## src/rtl/audio_pkg.sv

```systemverilog
// Shared types and constants for the audio stream sequencer.
package audio_pkg;

    localparam int AUDIO_DATA_W = 24;
    localparam int DROP_CNT_W   = 16;

    typedef enum logic [2:0] {
        IDLE       = 3'd0,
        READ       = 3'd1,
        FILT       = 3'd2,
        WAIT       = 3'd3,
        WRITE_WAIT = 3'd4,
        WRITE      = 3'd5
    } stream_state_t;

endpackage

```

## src/rtl/audio_stream_ctrl_if.sv

```systemverilog
// Signal bundle between the sequencer, the codec FIFOs and the channel filters.
//
// Handshake: read, write and filt_strobe are single-cycle pulses. A pulse
// on read pops one stereo sample that read_ready advertised in the prior
// IDLE cycle. A pulse on write pushes writedata_* and is only issued after
// write_ready was seen high. A pulse on filt_strobe advances the filters by
// exactly one sample, using the held filt_in_* values.
interface audio_stream_ctrl_if
    import audio_pkg::*;
#(
    parameter int DATA_W = AUDIO_DATA_W
);
    logic              read_ready;
    logic [DATA_W-1:0] readdata_left;
    logic [DATA_W-1:0] readdata_right;
    logic              read;
    logic              write_ready;
    logic [DATA_W-1:0] writedata_left;
    logic [DATA_W-1:0] writedata_right;
    logic              write;
    logic [DATA_W-1:0] filt_in_left;
    logic [DATA_W-1:0] filt_in_right;
    logic              filt_strobe;
    logic [DATA_W-1:0] filt_out_left;
    logic [DATA_W-1:0] filt_out_right;

    modport master (
        input  read_ready, readdata_left, readdata_right, write_ready,
               filt_out_left, filt_out_right,
        output read, writedata_left, writedata_right, write,
               filt_in_left, filt_in_right, filt_strobe
    );

    modport slave (
        output read_ready, readdata_left, readdata_right, write_ready,
               filt_out_left, filt_out_right,
        input  read, writedata_left, writedata_right, write,
               filt_in_left, filt_in_right, filt_strobe
    );
endinterface

```

## src/rtl/audio_sample_hold.sv

```systemverilog
// Stereo load-enable register pair with synchronous clear.
module audio_sample_hold #(
    parameter int DATA_W = 24
) (
    input  logic              clk_i,
    input  logic              rst_i,
    input  logic              load_i,
    input  logic [DATA_W-1:0] left_i,
    input  logic [DATA_W-1:0] right_i,
    output logic [DATA_W-1:0] left_o,
    output logic [DATA_W-1:0] right_o
);
    logic [DATA_W-1:0] left_q;
    logic [DATA_W-1:0] right_q;

    // Capture both channels together; otherwise hold the last sample.
    always_ff @(posedge clk_i) begin
        if (rst_i) begin
            left_q  <= '0;
            right_q <= '0;
        end else if (load_i) begin
            left_q  <= left_i;
            right_q <= right_i;
        end
    end

    assign left_o  = left_q;
    assign right_o = right_q;
endmodule

```

## src/rtl/audio_stream_ctrl.sv

```systemverilog
// Sequencer: pop one codec sample, strobe the filters once, wait the filter
// latency, push the filtered pair to the codec DAC FIFO.
// Optional feature macro AUDIO_WR_TIMEOUT_EN: drop a sample that waits
// WR_TIMEOUT cycles for write_ready, counting drops in drop_count.
module audio_stream_ctrl
    import audio_pkg::*;
#(
    parameter int DATA_W     = AUDIO_DATA_W,
    parameter int FILT_LAT   = 1,
    parameter int WR_TIMEOUT = 4096
) (
    input  logic                  CLOCK_50,
    input  logic                  reset,
    audio_stream_ctrl_if.master   bus,
    output logic                  busy,
    output logic [DROP_CNT_W-1:0] drop_count,
    output stream_state_t         dbg_state_o
);
    localparam int LAT_W = (FILT_LAT > 1) ? $clog2(FILT_LAT) : 1;

    if (FILT_LAT < 1) begin : g_bad_filt_lat
        $error("FILT_LAT must be at least 1");
    end
    if (WR_TIMEOUT < 1) begin : g_bad_wr_timeout
        $error("WR_TIMEOUT must be at least 1");
    end

    stream_state_t    state_q, state_d;
    logic [LAT_W-1:0] lat_q, lat_d;
    logic             load_in;
    logic             load_out;
    logic             wr_expired;

`ifdef AUDIO_WR_TIMEOUT_EN
    localparam int TO_W = $clog2(WR_TIMEOUT + 1);

    logic [TO_W-1:0]       to_cnt_q;
    logic [DROP_CNT_W-1:0] drop_q;
    logic                  drop_evt;

    assign wr_expired = (to_cnt_q == TO_W'(WR_TIMEOUT - 1));
    assign drop_evt   = (state_q == WRITE_WAIT) && !bus.write_ready && wr_expired;

    // Stall timer: runs only while parked in WRITE_WAIT, restarts per sample.
    always_ff @(posedge CLOCK_50) begin
        if (reset) begin
            to_cnt_q <= '0;
        end else if (state_q == WRITE_WAIT) begin
            to_cnt_q <= to_cnt_q + 1'b1;
        end else begin
            to_cnt_q <= '0;
        end
    end

    // Saturating count of samples abandoned because the DAC FIFO stayed full.
    always_ff @(posedge CLOCK_50) begin
        if (reset) begin
            drop_q <= '0;
        end else if (drop_evt && (drop_q != '1)) begin
            drop_q <= drop_q + 1'b1;
        end
    end

    assign drop_count = drop_q;
`else
    assign wr_expired = 1'b0;
    assign drop_count = '0;
`endif

    // State and filter-latency counter registers.
    always_ff @(posedge CLOCK_50) begin
        if (reset) begin
            state_q <= IDLE;
            lat_q   <= '0;
        end else begin
            state_q <= state_d;
            lat_q   <= lat_d;
        end
    end

    // Next-state logic; write_ready wins over an expiring stall timer.
    always_comb begin
        state_d  = state_q;
        lat_d    = lat_q;
        load_in  = 1'b0;
        load_out = 1'b0;
        case (state_q)
            IDLE: begin
                if (bus.read_ready) begin
                    load_in = 1'b1;
                    state_d = READ;
                end
            end
            READ: state_d = FILT;
            FILT: begin
                lat_d   = LAT_W'(FILT_LAT - 1);
                state_d = WAIT;
            end
            WAIT: begin
                if (lat_q == '0) begin
                    load_out = 1'b1;
                    state_d  = WRITE_WAIT;
                end else begin
                    lat_d = lat_q - 1'b1;
                end
            end
            WRITE_WAIT: begin
                if (bus.write_ready) begin
                    state_d = WRITE;
                end else if (wr_expired) begin
                    state_d = IDLE;
                end
            end
            WRITE:   state_d = IDLE;
            default: state_d = IDLE;
        endcase
    end

    // Pulses and busy are pure state decodes, so they are glitch-free and
    // drop to zero in the cycle right after reset.
    always_comb begin
        bus.read        = (state_q == READ);
        bus.filt_strobe = (state_q == FILT);
        bus.write       = (state_q == WRITE);
        busy            = (state_q != IDLE);
    end

    assign dbg_state_o = state_q;

    audio_sample_hold #(.DATA_W(DATA_W)) u_filt_in_hold (
        .clk_i   (CLOCK_50),
        .rst_i   (reset),
        .load_i  (load_in),
        .left_i  (bus.readdata_left),
        .right_i (bus.readdata_right),
        .left_o  (bus.filt_in_left),
        .right_o (bus.filt_in_right)
    );

    audio_sample_hold #(.DATA_W(DATA_W)) u_writedata_hold (
        .clk_i   (CLOCK_50),
        .rst_i   (reset),
        .load_i  (load_out),
        .left_i  (bus.filt_out_left),
        .right_i (bus.filt_out_right),
        .left_o  (bus.writedata_left),
        .right_o (bus.writedata_right)
    );
endmodule

```

## src/flat_wrapper.sv

```systemverilog
// flat-port wrapper written by rule: the top's interface ports become plain ports
module audio_stream_ctrl_flat import audio_pkg::*;
#(
    parameter int DATA_W     = AUDIO_DATA_W,
    parameter int FILT_LAT   = 1,
    parameter int WR_TIMEOUT = 4096
)
  (CLOCK_50, reset, busy, drop_count, dbg_state_o, bus_read_ready, bus_readdata_left, bus_readdata_right, bus_write_ready, bus_filt_out_left, bus_filt_out_right, bus_read, bus_writedata_left, bus_writedata_right, bus_write, bus_filt_in_left, bus_filt_in_right, bus_filt_strobe);
  audio_stream_ctrl_if #(.DATA_W(DATA_W)) bus_i ();
  input  logic CLOCK_50;
  input  logic reset;
  output logic busy;
  output logic [DROP_CNT_W-1:0] drop_count;
  output stream_state_t dbg_state_o;
  input wire logic [$bits(bus_i.read_ready)-1:0] bus_read_ready;
  input wire logic [$bits(bus_i.readdata_left)-1:0] bus_readdata_left;
  input wire logic [$bits(bus_i.readdata_right)-1:0] bus_readdata_right;
  input wire logic [$bits(bus_i.write_ready)-1:0] bus_write_ready;
  input wire logic [$bits(bus_i.filt_out_left)-1:0] bus_filt_out_left;
  input wire logic [$bits(bus_i.filt_out_right)-1:0] bus_filt_out_right;
  output wire logic [$bits(bus_i.read)-1:0] bus_read;
  output wire logic [$bits(bus_i.writedata_left)-1:0] bus_writedata_left;
  output wire logic [$bits(bus_i.writedata_right)-1:0] bus_writedata_right;
  output wire logic [$bits(bus_i.write)-1:0] bus_write;
  output wire logic [$bits(bus_i.filt_in_left)-1:0] bus_filt_in_left;
  output wire logic [$bits(bus_i.filt_in_right)-1:0] bus_filt_in_right;
  output wire logic [$bits(bus_i.filt_strobe)-1:0] bus_filt_strobe;
  assign bus_i.read_ready = bus_read_ready;
  assign bus_i.readdata_left = bus_readdata_left;
  assign bus_i.readdata_right = bus_readdata_right;
  assign bus_i.write_ready = bus_write_ready;
  assign bus_i.filt_out_left = bus_filt_out_left;
  assign bus_i.filt_out_right = bus_filt_out_right;
  assign bus_read = bus_i.read;
  assign bus_writedata_left = bus_i.writedata_left;
  assign bus_writedata_right = bus_i.writedata_right;
  assign bus_write = bus_i.write;
  assign bus_filt_in_left = bus_i.filt_in_left;
  assign bus_filt_in_right = bus_i.filt_in_right;
  assign bus_filt_strobe = bus_i.filt_strobe;
  audio_stream_ctrl #(.DATA_W(DATA_W), .FILT_LAT(FILT_LAT), .WR_TIMEOUT(WR_TIMEOUT)) u_core (.CLOCK_50(CLOCK_50), .reset(reset), .bus(bus_i), .busy(busy), .drop_count(drop_count), .dbg_state_o(dbg_state_o));
endmodule
```

## config.mk

```make
export PLATFORM = sky130hd
export DESIGN_NAME = audio_stream_ctrl_flat
export DESIGN_NICKNAME = d
export VERILOG_FILES = /design/src/rtl/audio_pkg.sv /design/src/rtl/audio_stream_ctrl_if.sv /design/src/rtl/audio_sample_hold.sv /design/src/rtl/audio_stream_ctrl.sv /design/src/flat_wrapper.sv
export SDC_FILE = /design/constraint.sdc
export NUM_CORES = 1
export LEC_CHECK = 0
export CORE_ASPECT_RATIO = 1.25
export CORE_MARGIN = 8
export CORE_UTILIZATION = 44
export DETAILED_ROUTE_END_ITERATION = 6
export MAX_ROUTING_LAYER = met4
export PLACE_DENSITY_LB_ADDON = 0.2
export SYNTH_ARGS = -nofsm -noshare
export SYNTH_HDL_FRONTEND = slang
export SYNTH_SLANG_ARGS = --single-unit
```

## constraint.sdc

```tcl
create_clock -name CLOCK_50 -period 2.7 [get_ports CLOCK_50]
set_input_delay 0.81 -clock CLOCK_50 [delete_from_list [all_inputs] [get_ports CLOCK_50]]
set_output_delay 0.81 -clock CLOCK_50 [all_outputs]
set_load 0.005 [all_outputs]
```

# Word-level counts from Yosys, hierarchy flattened
# Index checks and enable logic that the tools add are counted.
# Widths: inputs -> output; s select.
# classes
n_addsub	1
eq_ne	8
n_reduce_logical	4
mux	10
# ops
operator	count
$pmux 3 s5	1
$mux 3	3
$eq 3x2->1 const B	2
$eq 3x3->1 const B	2
$ne 2x2->1 const B	3
$mux 1	5
$eq 3x1->1 const B	1
$logic_not 3->1	1
$reduce_and 3->1	1
$reduce_bool 3->1	1
$pmux 1 s2	1
$reduce_bool 2->1	1
$sub 1x1->1 const B	1
# totals
wordCells	29
reg_bits	100

# Depth between registers and ports, before layout
# depth
ltp_word	3
mapped_depth	6
ltp_nobuf	2

# Modules after synthesis
# A second synthesis with hierarchy kept.
# unflattened
hier_cells	345
hier_area_um2	3763.6
# modules_own_cells
module	cells_each	seq_area_each_um2	area_each_um2	n_inst
audio_sample_hold	155	960.9	1729.2	2
audio_stream_ctrl	35	60.1	305.3	1

# Least setup slack after synthesis
# OpenSTA, ideal clock, no wires.
# synth_path
kind	reg2out
from	reg u_core.state_q[2] (netlist: u_core.dbg_state_o[2])
to	out busy
stages_incl_launch_ff	3
arrival_time_ps	834
setup_slack_ps	1056
path_cell_list	dfxtp_1 > buf_4 > or3_1
# synth_via
elab_chain_len	1
# synth_lines
item	line_no	rtl
from (decl)	audio_stream_ctrl.sv:28	stream_state_t state_q, state_d;
from (signal assigned)	audio_stream_ctrl.sv:76	state_q <= state_d;
$reduce_bool 3->1	audio_stream_ctrl.sv:125	busy = (state_q != IDLE);
to (decl)	flat_wrapper.sv:12	output logic busy;
# Every way passes these cells.

# Worst setup path in the final report
# layout_path
from	reg u_core.state_q[1] (netlist: u_core.dbg_state_o[1])
to	out bus_filt_strobe
# layout_via
elab_chain_len	1
# layout_lines
item	line_no	rtl
$eq 3x2->1	audio_stream_ctrl.sv:123	bus.filt_strobe = (state_q == FILT);
to (decl)	flat_wrapper.sv:27	output wire logic [$bits(bus_i.filt_strobe)-1:0] bus_filt_strobe;
# Every way passes these cells.

==> impl_metrics.toml <==
[drt]
routed_wirelength_um = 12200
detailed_route_via_count = 3551
number_of_nets_with_antenna_violations_after_detailed_routing = 0
post_drt_wl_per_cell_um = 15.9
first_pass_iters = 4
routed_via_density = 4.64
drc = 0
first_iter_violations = 83

[pwr]
total_switching_power_uw = 823
irDropWorstVdd_mv = 0.365
leakagePower_nw = 2.51
p_comb_share_pct = 19.6
share_seq_of_total_power_pct = 44.9
pwr-share-clk_pct = 35.5
intPower_mw = 2.78
power.total_mw = 3.60
netSwitchingFraction_pct = 22.8
power_per_cell_area_nw_per_um2 = 524

[sta]
finalClockSkew_ps = 3.97
clock.fmax_mhz = 405
setup_repair_after_global_routing_missed_its_margin = "false"
final_max_slew_viol_count = 0
finalHoldViolCount = 0
totalNegativeSetupSlack_ps = 0
period_utilization_pct = 91.5
headroom_to_the_max_slew_limit_pct = 53.5
finalCriticalPeriod_ps = 2470
transition_time_at_the_pin_with_the_least_slew_margin_ps = 697
setup_viol_count_final = 0

[placement]
detailedPlacementHpwl_um = 9110
gp_routability_congestion = 0.753
portBuffers = 202

[global_route]
grt_pass1_vias = 3691
grt_pass1_wl_um = 18500
grt_antenna_before_repair = 0
gr-total-overflow = 0
grt_max_degree = 97
groute.usage.overall_pct = 17.4

[worst_hold_path]
worst_hold_path_type = "reg -> reg"

[floorplanning]
dieHeight_um = 130
dieWidth_um = 107
die_area_um2 = 14000
core_um2 = 10100
ios = 219
starting_density_of_the_core_pct = 45.4
core.rowCount = 41

[setup_path]
critical_path_class = "reg -> out"
timing.critical_path.required_ps = 1890
cp.arrival_ps = 1660
timing.critical_path.fanout_max = 11
critical_path.startpoint_type = "register"
setup.worst_path.end_class = "output port"

[cts]
cts_made_buffers = 9
cts_max_level = 3
worst_skew_pair.late_latency_ps = 330
cts_num_sinks = 99
cts_hold_buffers = 0
path_clk_slew_ps = 60
cts.root.buffer_cell = "sky130_fd_sc_hd__clkbuf_16"
post_cts.repair.setup_buffers = 0
cts_tree = "done"
cts.repair.resized = 0
number_of_buffers_on_the_longest_clock_path = 2

[synth]
synth-seq-cells = 99
synth.area.top_cells = "sky130_fd_sc_hd__dfxtp_1, sky130_fd_sc_hd__nand2b_1, sky130_fd_sc_hd__mux2i_1"
yosys_warnings = 0
yosysUniqueCellTypes = 17
synth-seq-area-share_pct = 43.2
syn_area_per_cell_um2 = 10.1
post-synth-top-area-cell = "sky130_fd_sc_hd__dfxtp_1"
synth.top_cell.area_share_pct = 43.2
post_synth_instance_area_um2 = 4580
gate_count_post_synth = 452

[finish]
layout_commonest_cell = "sky130_fd_sc_hd__clkdlybuf4s50_1"
fill_cells = 788
share_of_layout_cells_above_drive_strength_1_pct = 3.30
final_nets = 733
layout-area-overhead-vs-synth_pct = 50.0
total_inserted_antenna_cells = 0
layout_common_cells = "sky130_fd_sc_hd__clkdlybuf4s50_1, sky130_fd_sc_hd__nand2b_1, sky130_fd_sc_hd__dfxtp_1"

[run]
maxCapViolCount = 0

[run_status]
result_of_the_run = "complete, no violations"
per-stage QoR:
stage	instance area [um2]	cells	hold slack [ps]	utilization (%)	setup WS, ps
after floorplan	4640	467	465	-	1060
after global placement	6580	751	457	65.1	500
after detailed placement	6580	751	463	65.1	403
after CTS	6880	766	476	68.0	218
after global routing	6880	766	487	68.0	116
final	6880	766	471	68.0	229
cell type report:
type / count / area [um2] / share of cell area [%]
clock buffers: 13 / 260 / 3.79
multi-input cells: 317 / 2340 / 34.0
flip-flops and latches: 99 / 1980 / 28.8
well taps: 129 / 161 / 2.35
clock inverters: 2 / 35.0 / 0.510
repair buffers: 206 / 2100 / 30.5
synth_stat cells:
cell,n
sky130_fd_sc_hd__a2111oi_0,1
sky130_fd_sc_hd__and3b_1,2
sky130_fd_sc_hd__buf_2,3
sky130_fd_sc_hd__buf_4,22
sky130_fd_sc_hd__buf_6,3
sky130_fd_sc_hd__buf_8,2
sky130_fd_sc_hd__clkbuf_1,21
sky130_fd_sc_hd__conb_1,1
sky130_fd_sc_hd__dfxtp_1,99
sky130_fd_sc_hd__mux2i_1,96
sky130_fd_sc_hd__nand2b_1,193
sky130_fd_sc_hd__nor3_1,2
sky130_fd_sc_hd__nor3b_1,3
sky130_fd_sc_hd__nor4b_4,1
sky130_fd_sc_hd__o21ba_2,1
sky130_fd_sc_hd__or3_1,1
sky130_fd_sc_hd__xnor2_1,1
kinds of logic (layout without fill, tap and decap cells):
family	Yosys count	count (layout)	share of synthesized area, %
and+or+nand+nor	202	202	28.1
DFF	99	99	43.2
buffers and inverters	51	221	7.04
other	1	16	0.0818
xor gates and xnor gates	1	1	0.191
muxes	96	96	21.0
AOI/OAI and AO/OA	2	2	0.409
flip-flops by register name (all words and copies together) (netlist names):
| register | count |
|---|---|
| u_core.u_writedata_hold.right_o | 24 |
| u_core.u_filt_in_hold.left_o | 24 |
| u_core.u_filt_in_hold.right_o | 24 |
| u_core.u_writedata_hold.left_o | 24 |
| u_core.dbg_state_o | 3 |
final timing paths:
check,startpoint,endpoint,slack (ps),cells past startpoint
setup / recovery,u_core.dbg_state_o[1],bus_filt_strobe,230,2
hold reg to reg,u_core.u_writedata_hold.right_o[8],u_core.u_writedata_hold.right_o[8],470,2
setup reg to reg,u_core.dbg_state_o[1],u_core.u_writedata_hold.right_o[21],1180,3
hold / removal,u_core.u_writedata_hold.right_o[8],u_core.u_writedata_hold.right_o[8],470,2
routing by layer:
metal / track usage, % / vias to the layer above / wire, um
li1: - / 1789 / -
met1: 18.2 / 1602 / 4810
met2: 28.8 / 139 / 5930
met3: 5.82 / 21 / 1110
met4: 8.71 / 0 / 348
met5: - / - / 0
power groups by stage:
stage	Sequential (mW)	Combinational (mW)	Clock, mW
after floorplan	1.64	0.345	0
after global placement	1.64	0.700	0
after detailed placement	1.65	0.716	0
after CTS	1.62	0.718	1.31
after global routing	1.63	0.763	1.37
final	1.62	0.707	1.28
worst max-delay path, cell delays in order (launching register included):
cell	delay (ps)
sky130_fd_sc_hd__dfxtp_1	560
sky130_fd_sc_hd__nor3b_1	230
sky130_fd_sc_hd__clkdlybuf4s50_1	530
Power figures use the tool's default switching activity.
